## config.mk

```make
export PLATFORM = sky130hd
export DESIGN_NAME = mioc_mc_flat
export DESIGN_NICKNAME = d
export VERILOG_FILES = /design/src/rtl/mioc_mc_pkg.sv /design/src/rtl/mioc_mc_if.sv /design/src/rtl/mioc_mc_lane.sv /design/src/rtl/mioc_mc.sv /design/src/flat_wrapper.sv
export SDC_FILE = /design/constraint.sdc
export NUM_CORES = 1
export LEC_CHECK = 0
export BUFFER_PORTS_ARGS = -buffer_cell sky130_fd_sc_hd__buf_2
export CORE_AREA = 4 4 157 159
export CTS_CLUSTER_DIAMETER = 30
export DETAILED_ROUTE_END_ITERATION = 12
export DIE_AREA = 0 0 161 163
export GPL_ROUTABILITY_DRIVEN = 0
export PLACE_DENSITY = 0.62
export SLEW_MARGIN = 20
export SYNTH_ARGS = -nofsm -noshare
export SYNTH_HDL_FRONTEND = slang
export SYNTH_SLANG_ARGS = --single-unit
export TNS_END_PERCENT = 30
```

## constraint.sdc

```tcl
create_clock -name clk -period 3.25 [get_ports clk]
set_clock_uncertainty 0.05 [all_clocks]
set_input_delay 0.8125 -clock clk [delete_from_list [all_inputs] [get_ports clk]]
set_output_delay 0.8125 -clock clk [all_outputs]
set_load 0.02 [all_outputs]
```

## src/rtl/mioc_mc_pkg.sv

```systemverilog
// mioc_mc_pkg
// Shared definitions for the memory/IO controller: CPU access size codes,
// controller state encoding, the default IO region base and the big-endian
// byte-lane select patterns (bit 3 = byte at address offset 0).
package mioc_mc_pkg;

  typedef enum logic [1:0] {
    SIZE_BYTE = 2'b00,
    SIZE_HALF = 2'b01,
    SIZE_WORD = 2'b10,
    SIZE_RSVD = 2'b11
  } size_e;

  typedef enum logic [1:0] {
    ST_IDLE = 2'b00,
    ST_RAM  = 2'b01,
    ST_IO   = 2'b10,
    ST_RESP = 2'b11
  } state_e;

  localparam logic [31:0] IO_BASE_DEFAULT = 32'hFFFFF000;

  localparam logic [3:0] SEL_BYTE0 = 4'b1000;
  localparam logic [3:0] SEL_HALF0 = 4'b1100;
  localparam logic [3:0] SEL_HALF1 = 4'b0011;
  localparam logic [3:0] SEL_WORD  = 4'b1111;
  localparam logic [3:0] SEL_NONE  = 4'b0000;

endpackage

```

## src/rtl/mioc_mc_if.sv

```systemverilog
// mioc_mc_if
// CPU data-port bundle between the CPU (master) and the controller (slave).
//   req_i   : access request, held with its operands until ready_o
//   we_i    : 1 = write
//   size_i  : 00 byte, 01 half, 10 word, 11 reserved
//   addr_i  : byte address
//   wdata_i : right-justified write data
//   rdata_o : right-justified, zero-extended read data
//   ready_o : one-cycle completion pulse
//   err_o   : access failed, valid with ready_o
interface mioc_mc_if #(
  parameter int ADDR_W = 32,
  parameter int DATA_W = 32
);
  logic              req_i;
  logic              we_i;
  logic [1:0]        size_i;
  logic [ADDR_W-1:0] addr_i;
  logic [DATA_W-1:0] wdata_i;
  logic [DATA_W-1:0] rdata_o;
  logic              ready_o;
  logic              err_o;

  modport master (
    output req_i, we_i, size_i, addr_i, wdata_i,
    input  rdata_o, ready_o, err_o
  );

  modport slave (
    input  req_i, we_i, size_i, addr_i, wdata_i,
    output rdata_o, ready_o, err_o
  );
endinterface

```

## src/rtl/mioc_mc_lane.sv

```systemverilog
// mioc_mc_lane
// Combinational big-endian lane logic for a 32-bit bus.
//   size       : access size code
//   offset     : address bits [1:0]
//   wdata      : right-justified write data
//   lane_rdata : full bus word as returned by RAM or an IO channel
//   sel        : byte-lane select, bit 3 = offset 0 (0000 for reserved size)
//   lane_wdata : write data replicated onto every lane of its size
//   rdata      : selected lanes shifted to bit 0, zero-extended
module mioc_mc_lane
  import mioc_mc_pkg::*;
(
  input  size_e       size,
  input  logic [1:0]  offset,
  input  logic [31:0] wdata,
  input  logic [31:0] lane_rdata,
  output logic [3:0]  sel,
  output logic [31:0] lane_wdata,
  output logic [31:0] rdata
);

  // Replicating the write data means the selected lanes always carry the
  // operand regardless of offset, so no write-side shifter is needed.
  always_comb begin
    sel        = SEL_NONE;
    lane_wdata = '0;
    rdata      = '0;
    case (size)
      SIZE_BYTE: begin
        sel        = SEL_BYTE0 >> offset;
        lane_wdata = {4{wdata[7:0]}};
        case (offset)
          2'd0:    rdata = {24'b0, lane_rdata[31:24]};
          2'd1:    rdata = {24'b0, lane_rdata[23:16]};
          2'd2:    rdata = {24'b0, lane_rdata[15:8]};
          default: rdata = {24'b0, lane_rdata[7:0]};
        endcase
      end
      SIZE_HALF: begin
        sel        = offset[1] ? SEL_HALF1 : SEL_HALF0;
        lane_wdata = {2{wdata[15:0]}};
        rdata      = offset[1] ? {16'b0, lane_rdata[15:0]} : {16'b0, lane_rdata[31:16]};
      end
      SIZE_WORD: begin
        sel        = SEL_WORD;
        lane_wdata = wdata;
        rdata      = lane_rdata;
      end
      default: begin
        sel        = SEL_NONE;
        lane_wdata = '0;
        rdata      = '0;
      end
    endcase
  end

endmodule

```

## src/rtl/mioc_mc.sv

```systemverilog
// mioc_mc
// Multi-channel memory/IO controller between the CPU data port and the data
// RAM plus IO_CH word-sized IO channels.
//   clk, rst      : clock, asynchronous active-low reset
//   cpu           : CPU data port (mioc_mc_if.slave)
//   ram_*         : word-aligned RAM address, lane data, byte selects, we, ce
//   io_addr_o     : word-aligned IO address
//   io_data_o/i   : lane write data / per-channel read data (ch at ch*DATA_W)
//   io_ack_i      : per-channel acknowledge
//   io_we_o/ce_o  : IO write enable / one-hot channel enable
// Each access goes IDLE -> (RAM | IO | straight to RESP on decode error)
// -> RESP, where ready_o pulses for one cycle.
module mioc_mc
  import mioc_mc_pkg::*;
#(
  parameter int                DATA_W   = 32,
  parameter int                ADDR_W   = 32,
  parameter int                IO_CH    = 4,
  parameter logic [ADDR_W-1:0] IO_BASE  = ADDR_W'(IO_BASE_DEFAULT),
  parameter int                RAM_WAIT = 0,
  parameter int                TIMEOUT  = 15
) (
  input  logic                    clk,
  input  logic                    rst,
  mioc_mc_if.slave                cpu,
  output logic [ADDR_W-1:0]       ram_addr_o,
  output logic [DATA_W-1:0]       ram_data_o,
  input  logic [DATA_W-1:0]       ram_data_i,
  output logic                    ram_we_o,
  output logic [3:0]              ram_sel_o,
  output logic                    ram_ce_o,
  output logic [ADDR_W-1:0]       io_addr_o,
  output logic [DATA_W-1:0]       io_data_o,
  input  logic [IO_CH*DATA_W-1:0] io_data_i,
  input  logic [IO_CH-1:0]        io_ack_i,
  output logic                    io_we_o,
  output logic [IO_CH-1:0]        io_ce_o
);

  state_e              state, state_nxt;
  logic [ADDR_W-1:0]   addr_q;
  logic [DATA_W-1:0]   wdata_q, rdata_q;
  logic                we_q, err_q;
  size_e               size_q;
  logic [2:0]          ch_q;
  logic [7:0]          cnt;

  logic                dec_io, dec_err;
  logic                io_busy, io_ack, ram_last, io_tmo;
  logic [IO_CH-1:0]    ch_hot;
  logic [DATA_W-1:0]   io_rd, rd_src, rd_ext, lane_wdata;
  logic [3:0]          wr_sel;
  logic [3:0]          rd_sel_unused;
  logic [DATA_W-1:0]   rd_wdata_unused, wr_rdata_unused;

  // Decode of the raw CPU request; only consulted while IDLE.
  always_comb begin
    dec_io  = (cpu.addr_i[ADDR_W-1:12] == IO_BASE[ADDR_W-1:12]);
    dec_err = 1'b0;
    case (size_e'(cpu.size_i))
      SIZE_HALF: dec_err = cpu.addr_i[0];
      SIZE_WORD: dec_err = (cpu.addr_i[1:0] != 2'b00);
      SIZE_RSVD: dec_err = 1'b1;
      default:   dec_err = 1'b0;
    endcase
    if (dec_io && (cpu.addr_i[11:2] >= 10'(IO_CH)))
      dec_err = 1'b1;
  end

  // Channel one-hot and read-data mux from the latched channel index;
  // acks from channels other than the addressed one are masked off here.
  always_comb begin
    ch_hot = '0;
    io_rd  = '0;
    for (int i = 0; i < IO_CH; i++) begin
      if (ch_q == 3'(i)) begin
        ch_hot[i] = 1'b1;
        io_rd     = io_data_i[i*DATA_W +: DATA_W];
      end
    end
  end

  assign io_ack   = |(io_ack_i & ch_hot);
  assign ram_last = (cnt == 8'(RAM_WAIT));
  assign io_tmo   = (cnt == 8'(TIMEOUT - 1));
  assign rd_src   = (state == ST_IO) ? io_rd : ram_data_i;

  mioc_mc_lane u_wr_lane (
    .size       (size_q),
    .offset     (addr_q[1:0]),
    .wdata      (wdata_q),
    .lane_rdata ('0),
    .sel        (wr_sel),
    .lane_wdata (lane_wdata),
    .rdata      (wr_rdata_unused)
  );

  mioc_mc_lane u_rd_lane (
    .size       (size_q),
    .offset     (addr_q[1:0]),
    .wdata      ('0),
    .lane_rdata (rd_src),
    .sel        (rd_sel_unused),
    .lane_wdata (rd_wdata_unused),
    .rdata      (rd_ext)
  );

  // State register.
  always_ff @(posedge clk or negedge rst) begin
    if (!rst) state <= ST_IDLE;
    else      state <= state_nxt;
  end

  // Next state and strobes; everything is derived from the state so that an
  // asynchronous reset drops every enable and ready_o at once.
  always_comb begin
    state_nxt   = state;
    ram_ce_o    = 1'b0;
    ram_we_o    = 1'b0;
    ram_sel_o   = SEL_NONE;
    io_busy     = 1'b0;
    io_we_o     = 1'b0;
    cpu.ready_o = 1'b0;
    cpu.err_o   = 1'b0;
    case (state)
      ST_IDLE: begin
        if (cpu.req_i) begin
          if (dec_err)     state_nxt = ST_RESP;
          else if (dec_io) state_nxt = ST_IO;
          else             state_nxt = ST_RAM;
        end
      end
      ST_RAM: begin
        ram_ce_o  = 1'b1;
        ram_we_o  = we_q;
        ram_sel_o = wr_sel;
        if (ram_last) state_nxt = ST_RESP;
      end
      ST_IO: begin
        io_busy = 1'b1;
        io_we_o = we_q;
        if (io_ack || io_tmo) state_nxt = ST_RESP;
      end
      default: begin
        cpu.ready_o = 1'b1;
        cpu.err_o   = err_q;
        state_nxt   = ST_IDLE;
      end
    endcase
  end

  // Operand latch, wait/timeout counter and response register. rdata_q only
  // changes on the way into RESP so it holds until the next ready_o.
  always_ff @(posedge clk or negedge rst) begin
    if (!rst) begin
      addr_q  <= '0;
      wdata_q <= '0;
      rdata_q <= '0;
      we_q    <= 1'b0;
      err_q   <= 1'b0;
      size_q  <= SIZE_BYTE;
      ch_q    <= '0;
      cnt     <= '0;
    end else begin
      case (state)
        ST_IDLE: begin
          if (cpu.req_i) begin
            addr_q  <= cpu.addr_i;
            wdata_q <= cpu.wdata_i;
            we_q    <= cpu.we_i;
            size_q  <= size_e'(cpu.size_i);
            ch_q    <= cpu.addr_i[4:2];
            cnt     <= '0;
            err_q   <= dec_err;
            if (dec_err) rdata_q <= '0;
          end
        end
        ST_RAM: begin
          cnt <= cnt + 8'd1;
          if (ram_last) rdata_q <= we_q ? '0 : rd_ext;
        end
        ST_IO: begin
          cnt <= cnt + 8'd1;
          if (io_ack) begin
            rdata_q <= we_q ? '0 : rd_ext;
          end else if (io_tmo) begin
            err_q   <= 1'b1;
            rdata_q <= '0;
          end
        end
        default: ;
      endcase
    end
  end

  assign cpu.rdata_o = rdata_q;
  assign ram_addr_o  = {addr_q[ADDR_W-1:2], 2'b00};
  assign io_addr_o   = {addr_q[ADDR_W-1:2], 2'b00};
  assign ram_data_o  = lane_wdata;
  assign io_data_o   = lane_wdata;
  assign io_ce_o     = io_busy ? ch_hot : '0;

endmodule
```

## src/flat_wrapper.sv

```systemverilog
// flat-port wrapper written by rule: the top's interface ports become plain ports
module mioc_mc_flat import mioc_mc_pkg::*;
#(
  parameter int                DATA_W   = 32,
  parameter int                ADDR_W   = 32,
  parameter int                IO_CH    = 4,
  parameter logic [ADDR_W-1:0] IO_BASE  = ADDR_W'(IO_BASE_DEFAULT),
  parameter int                RAM_WAIT = 0,
  parameter int                TIMEOUT  = 15
)
  (clk, rst, ram_addr_o, ram_data_o, ram_data_i, ram_we_o, ram_sel_o, ram_ce_o, io_addr_o, io_data_o, io_data_i, io_ack_i, io_we_o, io_ce_o, cpu_req_i, cpu_we_i, cpu_size_i, cpu_addr_i, cpu_wdata_i, cpu_rdata_o, cpu_ready_o, cpu_err_o);
  mioc_mc_if #(.ADDR_W(ADDR_W), .DATA_W(DATA_W)) cpu_i ();
  input  logic clk;
  input  logic rst;
  output logic [ADDR_W-1:0] ram_addr_o;
  output logic [DATA_W-1:0] ram_data_o;
  input  logic [DATA_W-1:0] ram_data_i;
  output logic ram_we_o;
  output logic [3:0] ram_sel_o;
  output logic ram_ce_o;
  output logic [ADDR_W-1:0] io_addr_o;
  output logic [DATA_W-1:0] io_data_o;
  input  logic [IO_CH*DATA_W-1:0] io_data_i;
  input  logic [IO_CH-1:0] io_ack_i;
  output logic io_we_o;
  output logic [IO_CH-1:0] io_ce_o;
  input wire logic [$bits(cpu_i.req_i)-1:0] cpu_req_i;
  input wire logic [$bits(cpu_i.we_i)-1:0] cpu_we_i;
  input wire logic [$bits(cpu_i.size_i)-1:0] cpu_size_i;
  input wire logic [$bits(cpu_i.addr_i)-1:0] cpu_addr_i;
  input wire logic [$bits(cpu_i.wdata_i)-1:0] cpu_wdata_i;
  output wire logic [$bits(cpu_i.rdata_o)-1:0] cpu_rdata_o;
  output wire logic [$bits(cpu_i.ready_o)-1:0] cpu_ready_o;
  output wire logic [$bits(cpu_i.err_o)-1:0] cpu_err_o;
  assign cpu_i.req_i = cpu_req_i;
  assign cpu_i.we_i = cpu_we_i;
  assign cpu_i.size_i = cpu_size_i;
  assign cpu_i.addr_i = cpu_addr_i;
  assign cpu_i.wdata_i = cpu_wdata_i;
  assign cpu_rdata_o = cpu_i.rdata_o;
  assign cpu_ready_o = cpu_i.ready_o;
  assign cpu_err_o = cpu_i.err_o;
  mioc_mc #(.DATA_W(DATA_W), .ADDR_W(ADDR_W), .IO_CH(IO_CH), .IO_BASE(IO_BASE), .RAM_WAIT(RAM_WAIT), .TIMEOUT(TIMEOUT)) u_core (.clk(clk), .rst(rst), .cpu(cpu_i), .ram_addr_o(ram_addr_o), .ram_data_o(ram_data_o), .ram_data_i(ram_data_i), .ram_we_o(ram_we_o), .ram_sel_o(ram_sel_o), .ram_ce_o(ram_ce_o), .io_addr_o(io_addr_o), .io_data_o(io_data_o), .io_data_i(io_data_i), .io_ack_i(io_ack_i), .io_we_o(io_we_o), .io_ce_o(io_ce_o));
endmodule
```

After elaboration in Yosys (flattened, before gate mapping)
Index checks and enable logic that the tools add are counted.

Bits of input ports: 234. Output and inout port bits: 173. Flip-flop bits (word level): 113. Word-level logic and storage cells: 97.

Magnitude comparators: 1. Shift-type cells: 1. Equal/unequal tests: 21. Bitwise operators: 1. Reductions and logical operators: 19. Multiplexer cells: 44. Add/subtract/negate cells: 1.

Operators with widths (count): $mux W32 (11); $pmux W32 S3 (3); $pmux W8 S3 (1); $eq A20 B20 Y1 const B (1); $mux W16 (1); $pmux W8 S2 (1); $mux W1 (14); $mux W4 (3); $pmux W4 S3 (1); $eq A2 B2 Y1 const B (5); $ge A10 B3 Y1 const B (1); $mux W2 (5); $add A8 B1 Y8 const B (1); $eq A2 B1 Y1 const B (4); $eq A8 B4 Y1 const B (1); $logic_not A8 Y1 (1); $mux W8 (1); $eq A3 B2 Y1 const B (2); $logic_not A2 Y1 (3); $ne A2 B1 Y1 const B (3); $ne A2 B2 Y1 const B (3); $pmux W2 S3 (1); $reduce_bool A2 Y1 (3); $reduce_and A5 Y1 (1); other kinds (16) (17).

Logic depth before layout (Yosys ltp)
Depth in word-level cells: 11. Mapped depth: 10. Gate-level depth less buffers: 8.

Cells and area by module
Synthesis repeated with hierarchy kept, for this count alone.

Cells, all modules: 949. Area, all modules: 8349.3 um^2.

By module, submodules not included: mioc_mc (cells an instance 653, area an instance 6617.6 um^2, times used 1, sequential area each 2752.6 um^2); mioc_mc_lane (cells an instance 148, area an instance 865.8 um^2, times used 2, sequential area each 0.0 um^2).

Worst setup path after synthesis
No wires, ideal clock.

Kind: flip-flop to output port. From: register u_core.state[0]. To: output io_ce_o[0]. Stages on the path, launching flop included: 8. Path slack: 513 ps. Data required time: 2388 ps. Arrival time: 1875 ps. Path through: dfrtp_1 > inv_1 > ha_1 > clkbuf_1 > clkbuf_1 > clkbuf_1 > nand2_1 > nor2_1.

Word-level cells in the longest chain between the ends: 3.

RTL lines: from (decl) (RTL line mioc_mc.sv:40) `state_e state, state_nxt;`; from (signal assigned) (RTL line mioc_mc.sv:111) `else state <= state_nxt;`; $eq A2 B2 Y1 (RTL line mioc_mc.sv:125) `case (state)`; $mux W1 (RTL line mioc_mc.sv:125); $mux W4 (RTL line mioc_mc.sv:201) `assign io_ce_o = io_busy ? ch_hot : '0;`; to (decl) (RTL line flat_wrapper.sv:26) `output logic [IO_CH-1:0] io_ce_o;`.

No other way between the ends.

Final worst setup path
From: register u_core.size_q[1]. To: output io_data_o[9].

Word-level cells in the longest chain between the ends: 2. Elaborated cells on any way between the ends: 4. Those cells by class: 2 x eq/ne; 1 x mux; 1 x reduce/logical.

RTL lines: from (decl) (RTL line mioc_mc.sv:44) `size_e size_q;`; from (signal assigned) (RTL line mioc_mc.sv:171) `size_q <= size_e'(cpu.size_i);`; $eq A2 B2 Y1 (tied with other cells) (RTL line mioc_mc_lane.sv:28) `case (size)`; $pmux W32 S3 * (RTL line mioc_mc_lane.sv:28); to (decl) (RTL line flat_wrapper.sv:22) `output logic [DATA_W-1:0] io_data_o;`.

Every way passes the cells marked *; elsewhere a longest branch is shown, timed or not.

==> metrics.md <==
| Metric | Value |
|---|---|
| Status | `finished, final reports clean` |
| H-tree Lvls | `3` |
| Clock-pin slew on the worst setup and hold paths | `roughly 90 ps` |
| Setup CP Type | `flop to output pin` |
| P_leak | `0.00470 uW` |
| Starting Density | `0.312` |
| WP data required | `2390 ps` |
| Synth warn | `0` |
| Ys async rst share | `1.00` |
| Max Root-Sink Buffers | `2` |
| Mapped Cells | `745` |
| Syn-to-layout area delta | `28.2%` |
| Data arrival, critical path | `2030 ps` |
| Number of max-cap violations | `0` |
| Post-synthesis cell type count | `53` |
| Via density | `4.95` |
| Syn Area/Cell | `roughly 9.7 um2` |
| Total track usage | `0.196` |
| Detailed-route wire length per cell | `19.8 um` |
| Worst path max stage delay | `490 ps` |
| Final wirelength | `27,000 um` |
| Multi-input gate area | `3570 um2` |
| DR pass1 iterations | `5` |
| Commonest non-fill, non-tap cell in the layout | `buf_2` |
| Worst r2r src | `u_core.ch_q[0]$_DFFE_PN0P_` |
| Post-CTS sizing | `0` |
| DPL Wire Length | `approximately 22,000 um` |
| R2R Setup Slk | `480 ps` |
| Post-Syn Area | `7260 um2` |
| Vias in the first global route | `6,693` |
| CP max stage cell | `dfrtp_1` |
| Relative slew slack | `0.578` |
| Via count | `6,756` |
| Post-route antenna net violation count | `0` |
| Sequential cell area | `roughly 2800 um2` |
| Fillers | `2,368` |
| EDFF count, synth | `0` |
| Hold Crit Class | `input port to asynchronous set/reset pin` |
| Yosys top cell by area | `dfrtp_1` |
| Final hold slack | `284 ps` |
| Hold buffers post-CTS | `0` |
| Die H | `163 um` |
| DRC | `0` |
| Crit path time final | `2900 ps` |
| Worst setup EP type | `output pin` |
| Slew @ Worst Pin | `634 ps` |
| Most frequent cells in the layout | `401 x buf_2, 108 x dfrtp_1, 70 x mux2_2` |
| Crit-path most repeated cell | `buf_4` |
| Sum Neg Setup Slack | `0 ps` |
| NumNets Final | `1,281` |
| RSZ-0062 raised after global routing | `false` |
| Startpoint Class | `flop` |
| Core Rows | `56` |
| Die width | `161 um` |
| Core box area | `23,300 um2` |
| Top cells by area, synth | `dfrtp_1 38%, mux2_2 11%, buf_4 9.9%` |
| Final Setup Violations | `0` |
| Register bit total from synthesis | `110` |
| Grt total ovfl | `0` |
| IO buf count | `402` |
| Fmax | `about 0.35 GHz` |
| Largest net degree at the start of global routing | `67` |
| Final hold vios | `0` |
| Post-CTS Setup Inserts | `0` |
| Share of cells above drive strength 1 | `0.518` |
| Power density over the cells | `1100 nW/um2` |
| Antenna cells | `0` |
| Primary FF master, synth | `dfrtp_1` |
| # IOs | `407` |
| Clock Root Buffer | `clkbuf_16` |
| Register area share after synthesis | `0.379` |
| Post-synth top area share | `0.379` |
| Crit Path Max Fanout | `10` |
| Critical path cell sequence | `buf_4 -> nor2b_1 -> buf_4 -> nand2_1 -> o21ai_0 -> buf_2` |
| First-pass GRT wire length | `39,700 um` |
| CP Launch Point | `u_core.size_q[1]$_DFFE_PN0P_` |
| Clock sink count | `110` |
| CTS tree | `done` |
| Clock Latency Late Sink | `350 ps` |
| Cts bufs inserted | `9` |
| Final worst-path cycle share | `0.891` |
| Die Area | `26,200 um2` |
| Fin. max-slew vios | `0` |
| Initial antenna violation count | `1` |
| DR iter-0 viols | `536` |
| Peak supply drop | `702 uV` |
==> report_power, final <==
group / internal (uW) / switching [uW] / total, uW
sequential: 1920 / 485 / 2400
clock: 567 / 585 / 1150
combinational: 2470 / 4160 / 6640
==> registers in the layout, indices dropped and copies added, names as in the netlist <==
name and flops:
u_core.cpu.rdata_o 32, u_core.wdata_q 32, u_core.addr_q 30, u_core.cnt 8
u_core.ch_q 2, u_core.size_q 2, u_core.state 2, u_core.err_q 1
u_core.we_q 1
==> layout make-up <==
type / count / area share
multi-input combinational: 482 / 0.383
sequential: 110 / 0.296
timing repair buffer: 424 / 0.240
tap: 319 / 0.0429
clock buffer: 10 / 0.0257
clock inverter: 6 / 0.00673
inverter: 13 / 0.00525
==> path summary, 6_finish.rpt <==
path	depth (start not counted)	to
worst max-delay path	6	io_data_o[9]
min in group clk	2	u_core.cpu.rdata_o[10]$_DFFE_PN0P_
max in group asynchronous	2	u_core.cpu.rdata_o[24]$_DFFE_PN0P_
worst min register to register	2	u_core.cpu.rdata_o[10]$_DFFE_PN0P_
worst max register to register	8	u_core.cpu.rdata_o[31]$_DFFE_PN0P_
worst min-delay path	1	u_core.addr_q[30]$_DFFE_PN0P_
==> cells by family after synthesis <==
family,after synthesis,synth area share
xor+xnor,2,0.00241
buf+inv,156,0.132
simple gates,165,0.115
flops,110,0.379
compound gates,189,0.187
fa+ha+maj,7,0.0121
other cells,1,0.000517
mux,115,0.171
==> critical path: cells and delay by family, from the launching register on <==
family | cells | cell delay, ps
buffers and inverters | 3 | 700
DFF | 1 | 490
and+or+nand+nor | 2 | 380
AOI/OAI and AO/OA | 1 | 120
==> routing by layer <==
layer	routed length [um]	global-route usage
met3	2010	0.0425
met5	11	0
met1	10800	0.237
met4	590	0.0636
met2	13600	0.348
==> stage by stage <==
stage          cell area (um2)  worst slack [ps]   util  instances  total power (uW)
2_1_floorplan             7270               513      -        748              7590
3_3_place_gp              9000               432  0.387       1348              9070
3_5_place_dp              9000               320  0.387       1348              9110
4_1_cts                   9300               275  0.400       1364             10300
5_1_grt                   9300               146  0.400       1364             10900
6_report                  9300               354  0.400       1364             10200
==> cells in the mapped netlist (all sizes together), types with 2 or more instances <==
cell type and count:
a211oi 2, a21o 9, a21oi 31, a222oi 5
a22o 8, a2bb2oi 6, a31oi 2, and2 11
buf 113, clkbuf 30, dfrtp 110, ha 7
inv 13, mux2 70, mux2i 45, nand2 52
nand2b 20, nand3 6, nand3b 9, nand4 5
nor2 30, nor2b 12, nor3 7, nor4 2
o2111a 2, o2111ai 2, o211ai 5, o21ai 60
o221a 9, o221ai 34, o31ai 7, or2 4
or3 2
Power figures use the tool's default switching activity.
